### config.mk
export PLATFORM = sky130hd
export DESIGN_NAME = lif_tdm_scheduler
export DESIGN_NICKNAME = d
export VERILOG_FILES = /design/src/rtl/lif_tdm_scheduler.sv
export SDC_FILE = /design/constraint.sdc
export NUM_CORES = 1
export LEC_CHECK = 0
export CAP_MARGIN = 20
export CORE_MARGIN = 2
export CORE_UTILIZATION = 60
export DETAILED_ROUTE_END_ITERATION = 8
export PLACE_DENSITY = 0.9
export SYNTH_ARGS = -nofsm -noshare
export SYNTH_HDL_FRONTEND = slang
export SYNTH_SLANG_ARGS = --single-unit
export TNS_END_PERCENT = 20
### constraint.sdc
create_clock -name clk -period 5.7 [get_ports clk]
set_input_delay 1.14 -clock clk [delete_from_list [all_inputs] [get_ports clk]]
set_output_delay 1.14 -clock clk [all_outputs]
set_load 0.01 [all_outputs]
### src/rtl/lif_tdm_scheduler.sv
// lif_tdm_scheduler: time-multiplexed leak/integrate/fire sweep over a feed-forward neuron chain.
module lif_tdm_scheduler #(
    parameter int N_NEURONS  = 4,
    parameter int CUR_W      = 5,
    parameter int STATE_W    = 8,
    parameter int THRESHOLD  = 48,
    parameter int LEAK_SHIFT = 1,
    parameter int W_SYN      = 20,
    parameter int REFRACT    = 2,
    localparam int IW = (N_NEURONS > 1) ? $clog2(N_NEURONS) : 1,
    localparam int RW = (REFRACT > 0) ? $clog2(REFRACT + 1) : 1
) (
    input  logic                       clk,
    input  logic                       rst_n,
    input  logic                       tick_valid,
    output logic                       tick_ready,
    input  logic [N_NEURONS*CUR_W-1:0] current,
    output logic                       busy,
    output logic                       done,
    output logic [N_NEURONS-1:0]       spikes,
    input  logic [IW-1:0]              obs_sel,
    output logic [STATE_W-1:0]         obs_state
);
    typedef enum logic [1:0] {IDLE, LOAD, UPDATE, DONE} fsm_e;
    fsm_e                       fsm_q;
    logic [IW-1:0]              idx_q;
    logic                       prev_q;
    logic                       done_q;
    logic [N_NEURONS-1:0]       acc_q;
    logic [N_NEURONS-1:0]       spikes_q;
    logic [N_NEURONS*CUR_W-1:0] shadow_q;
    logic [STATE_W-1:0]         mem_q [N_NEURONS];
    logic [RW-1:0]              ref_q [N_NEURONS];
    logic [STATE_W-1:0]         obs_q;
    logic [CUR_W-1:0]           cur;
    logic [STATE_W:0]           sum;
    logic                       held;
    logic                       spike_d;
    logic [STATE_W-1:0]         mem_d;
    logic [RW-1:0]              ref_d;
    // The single shared adder/comparator, steered by idx_q
    always_comb begin
        cur     = shadow_q[idx_q*CUR_W +: CUR_W];
        held    = ref_q[idx_q] != '0;
        sum     = (STATE_W+1)'(mem_q[idx_q] >> LEAK_SHIFT) + (STATE_W+1)'(cur)
                + (prev_q ? (STATE_W+1)'(W_SYN) : '0);
        spike_d = !held && sum >= (STATE_W+1)'(THRESHOLD);
        mem_d   = (held || spike_d) ? '0 : sum[STATE_W-1:0];
        ref_d   = held ? ref_q[idx_q] - 1'b1 : spike_d ? RW'(REFRACT) : '0;
    end
    always_ff @(posedge clk or negedge rst_n) begin
        if (!rst_n) begin
            fsm_q    <= IDLE;
            idx_q    <= '0;
            prev_q   <= 1'b0;
            done_q   <= 1'b0;
            acc_q    <= '0;
            spikes_q <= '0;
            shadow_q <= '0;
            obs_q    <= '0;
            for (int i = 0; i < N_NEURONS; i++) begin
                mem_q[i] <= '0;
                ref_q[i] <= '0;
            end
        end else begin
            obs_q  <= mem_q[obs_sel];
            done_q <= 1'b0;
            case (fsm_q)
                IDLE: if (tick_valid) begin
                    shadow_q <= current;
                    fsm_q    <= LOAD;
                end
                LOAD: begin
                    idx_q  <= '0;
                    prev_q <= 1'b0;
                    acc_q  <= '0;
                    fsm_q  <= UPDATE;
                end
                UPDATE: begin
                    mem_q[idx_q] <= mem_d;
                    ref_q[idx_q] <= ref_d;
                    acc_q[idx_q] <= spike_d;
                    prev_q       <= spike_d;
                    idx_q        <= idx_q + 1'b1;
                    // Last neuron: publish the vector so it is valid alongside the done pulse
                    if (idx_q == IW'(N_NEURONS - 1)) begin
                        spikes_q <= {spike_d, acc_q[N_NEURONS-2:0]};
                        done_q   <= 1'b1;
                        fsm_q    <= DONE;
                    end
                end
                default: fsm_q <= IDLE;
            endcase
        end
    end
    assign tick_ready = fsm_q == IDLE;
    assign busy       = fsm_q != IDLE;
    assign done       = done_q;
    assign spikes     = spikes_q;
    assign obs_state  = obs_q;
endmodule

==> out/results.txt <==
Crit path time final: 4.10 ns
Top-area cell type share of the netlist area: 0.509
Slew Limit Fails: 0
RSZ-0062 raised after global routing: no
Design area: 4570 um^2
ANT cells: 0
Synthesized instance count: 309
Worst-path clk slew: 0.08 ns
Max Fclk: 244 MHz
Sequential area share after synthesis: 0.509
Clock Skews: 0.00901 ns
CP peak stage delay: 0.89 ns
Clock Power Share: 0.140
CTS tree: yes
Endpoints failing setup: 0
CTS resizes: 0
Port Buffer Count: 39
Die area: 7300 um^2
Worst Hold Margin: 0.486 ns
Clk_lat worst skew: 0.36 ns
Comb power frac: 0.510
Die H: 85.5 um
Fill cells: 415
Area contributors post-synth: dfrtp_1 (51%), mux4_2 (12%), mux2_2 (7.6%)
Final Util: 0.715
Commonest cells post-synth: dfrtp_1 (81), nand2_1 (37), mux2_2 (27), mux4_2 (22), inv_1 (17)
Fin nets: 388
Net Count, Synth: 353
Sequential Power Share: 0.350
Number of synthesized register bits: 81
Final wirelength: 8300 um
Final antenna-violating net count: 0
CTS Sinks: 81
Synth Warn #: 0
Post-synth top flop: dfrtp_1
Initial Utilization: 0.623
CTS Hold Bufs: 0
Internal power: 1.47 mW
Power density over cell area: 557 nW/um^2
Most used cell, CP: fa_1
Final Non-Filler Cells: 423
CP max stage cell: a211o_1
H-tree depth: 3
Netlist cell types: 35
Crit path launch type: register
Worst rel slew slack: 0.271
Vias per inst: 6.32
DP Cell Count: 409
Final TNS setup: 0 ns
Area after DPL: 4400 um^2
Num CTS Buffers: 9
Critical path class: register to register
Max_cap viols: 0
Vias in the first global route: 2771
Dpl hpwl: 5540 um
Worst Max-Slew Pin Slew: 1.09 ns
Drt pass-1 iters: 5
Die Wd: 85.5 um
1st-iter DRT viols: 173
Grt total ovfl: 0
Worst Path Arrival: 4.30 ns
Switching part of the total power: 0.423
Placer Congestion: 0.835
Worst path top cell family by delay: compound AO/OA/AOI/OAI gates
Avg Cell Area, Syn: 12.9 um^2
Largest net degree at the start of global routing: 82
FP Rows: 29
Outcome: finished clean
Drt drc: 0
Worst EP required: 5.89 ns
CORE AREA: 6390 um^2
Power Total: 2.55 mW
Tcrit/Tclk final: 0.720
Leakage: 2.08 nW
Area leader, netlist: dfrtp_1
Most common cell in the netlist: dfrtp_1
Cells along the critical path: buf_4 > mux4_2 > fa_1 > inv_1 > fa_1 > nand2b_1 > a21oi_1 > xnor2_1 > a211o_1 > o21ai_0
Post-synth EDFFs: 0
Share of cells above drive strength 1: 0.202
WL per Instance: 19.6 um
Total Routing Usage GR: 0.251
DR vias: 2674
Worst setup EP type: register
Pre-CTS WS: 1.66 ns
Synth-to-layout area growth: 14.7%
First-pass GRT wire length: 14000 um
Final Hold Viols: 0
Initial antenna violation count: 0
Max IR drop VDD: 0.482 mV
Root buffer cell: clkbuf_8
P_sw: 1.08 mW
Io pins: 40
Clock Path Buffers: 2
Worst path bufs/invs: 2
Post-CTS Setup Bufs: 0
Post-synth ARST share: 1.00
Post-Syn Area: 3980 um^2
Crit path max fanout: 33
Post-route worst setup slack: 1.60 ns
Hold crit path type: register to register
## power by group through the flow
stage          registers (mW)  clock network, mW  logic, mW
3_3_place_gp            0.886                  0       1.20
4_1_cts                 0.888              0.357       1.29
5_1_grt                 0.912              0.384       1.42
3_5_place_dp            0.899                  0       1.27
6_report                0.890              0.356       1.30
2_1_floorplan           0.867                  0      0.971
## registers in the layout (all words and copies together), names as in the netlist, 2 cells and up
signal / count
spikes: 4
ref_q: 8
shadow_q: 20
mem_q: 32
obs_state: 8
idx_q: 2
acc_q: 3
fsm_q: 2
## cell usage in the layout (no fill, tap or decap), types with 2 or more instances in the layout
master / netlist / final
dfrtp_1: 81 / 81
clkdlybuf4s50_1: 0 / 38
nand2_1: 37 / 37
mux2_2: 27 / 27
mux4_2: 22 / 22
inv_1: 17 / 17
ha_1: 16 / 16
o21ai_0: 15 / 15
clkbuf_8: 0 / 10
nor2_1: 9 / 9
and2_1: 8 / 8
o31ai_1: 8 / 8
nand4_1: 6 / 6
nand3_1: 5 / 5
o41ai_2: 5 / 5
a21oi_1: 4 / 4
a21o_1: 4 / 4
buf_4: 0 / 4
o41ai_1: 3 / 3
a32o_1: 3 / 3
fa_1: 3 / 3
o21bai_1: 2 / 2
xor2_1: 2 / 2
nand2b_1: 2 / 2
o22a_1: 2 / 2
clkbuf_1: 13 / 2
## logic make-up after synthesis
logic type	count (synthesis)	share of synthesized area
flip-flops	81	0.509
AND/OR/NAND/NOR	69	0.0779
AO/OA/AOI/OAI	52	0.102
multiplexers	49	0.201
buffers and inverters	36	0.0387
adder cells (fa/ha/maj)	19	0.0654
XOR/XNOR	3	0.00660
## worst paths after layout
path | startpoint | end | slack, ns | cells past startpoint
max reg2reg | idx_q[0]$_DFFE_PN0P_ | mem_q[8]$_DFFE_PN0P_ | 1.60 | 10
min in group asynchronous | rst_n | mem_q[21]$_DFFE_PN0P_ | 0.75 | 1
min | mem_q[24]$_DFFE_PN0P_ | mem_q[24]$_DFFE_PN0P_ | 0.49 | 2
min reg2reg | mem_q[24]$_DFFE_PN0P_ | mem_q[24]$_DFFE_PN0P_ | 0.49 | 2
max | idx_q[0]$_DFFE_PN0P_ | mem_q[8]$_DFFE_PN0P_ | 1.60 | 10
max in group asynchronous | rst_n | mem_q[19]$_DFFE_PN0P_ | 4.36 | 2
## layer usage
metal,part of all wire,global-route usage
met4,0.013,0.0664
met2,0.52,0.411
met5,0,0
met3,0.060,0.0506
met1,0.41,0.347
## worst min-delay path, delay by kind of cell (launching register included)
family / cells / cell delay [ns]
AOI/OAI and AO/OA: 1 / 0.06
and+or+nand+nor: 1 / 0.05
DFF: 1 / 0.35
## final cells by class
class / instances / area [um^2] / share of cell area
Sequential cell: 81 / 2030 / 0.444
Multi-Input combinational cell: 192 / 1800 / 0.394
Timing Repair Buffer: 43 / 430 / 0.0942
Clock buffer: 12 / 145 / 0.0318
Tap cell: 77 / 96.3 / 0.0211
Inverter: 17 / 63.8 / 0.0140
Clock inverter: 1 / 5.00 / 0.00110
(Power assumes the default switching activity.)
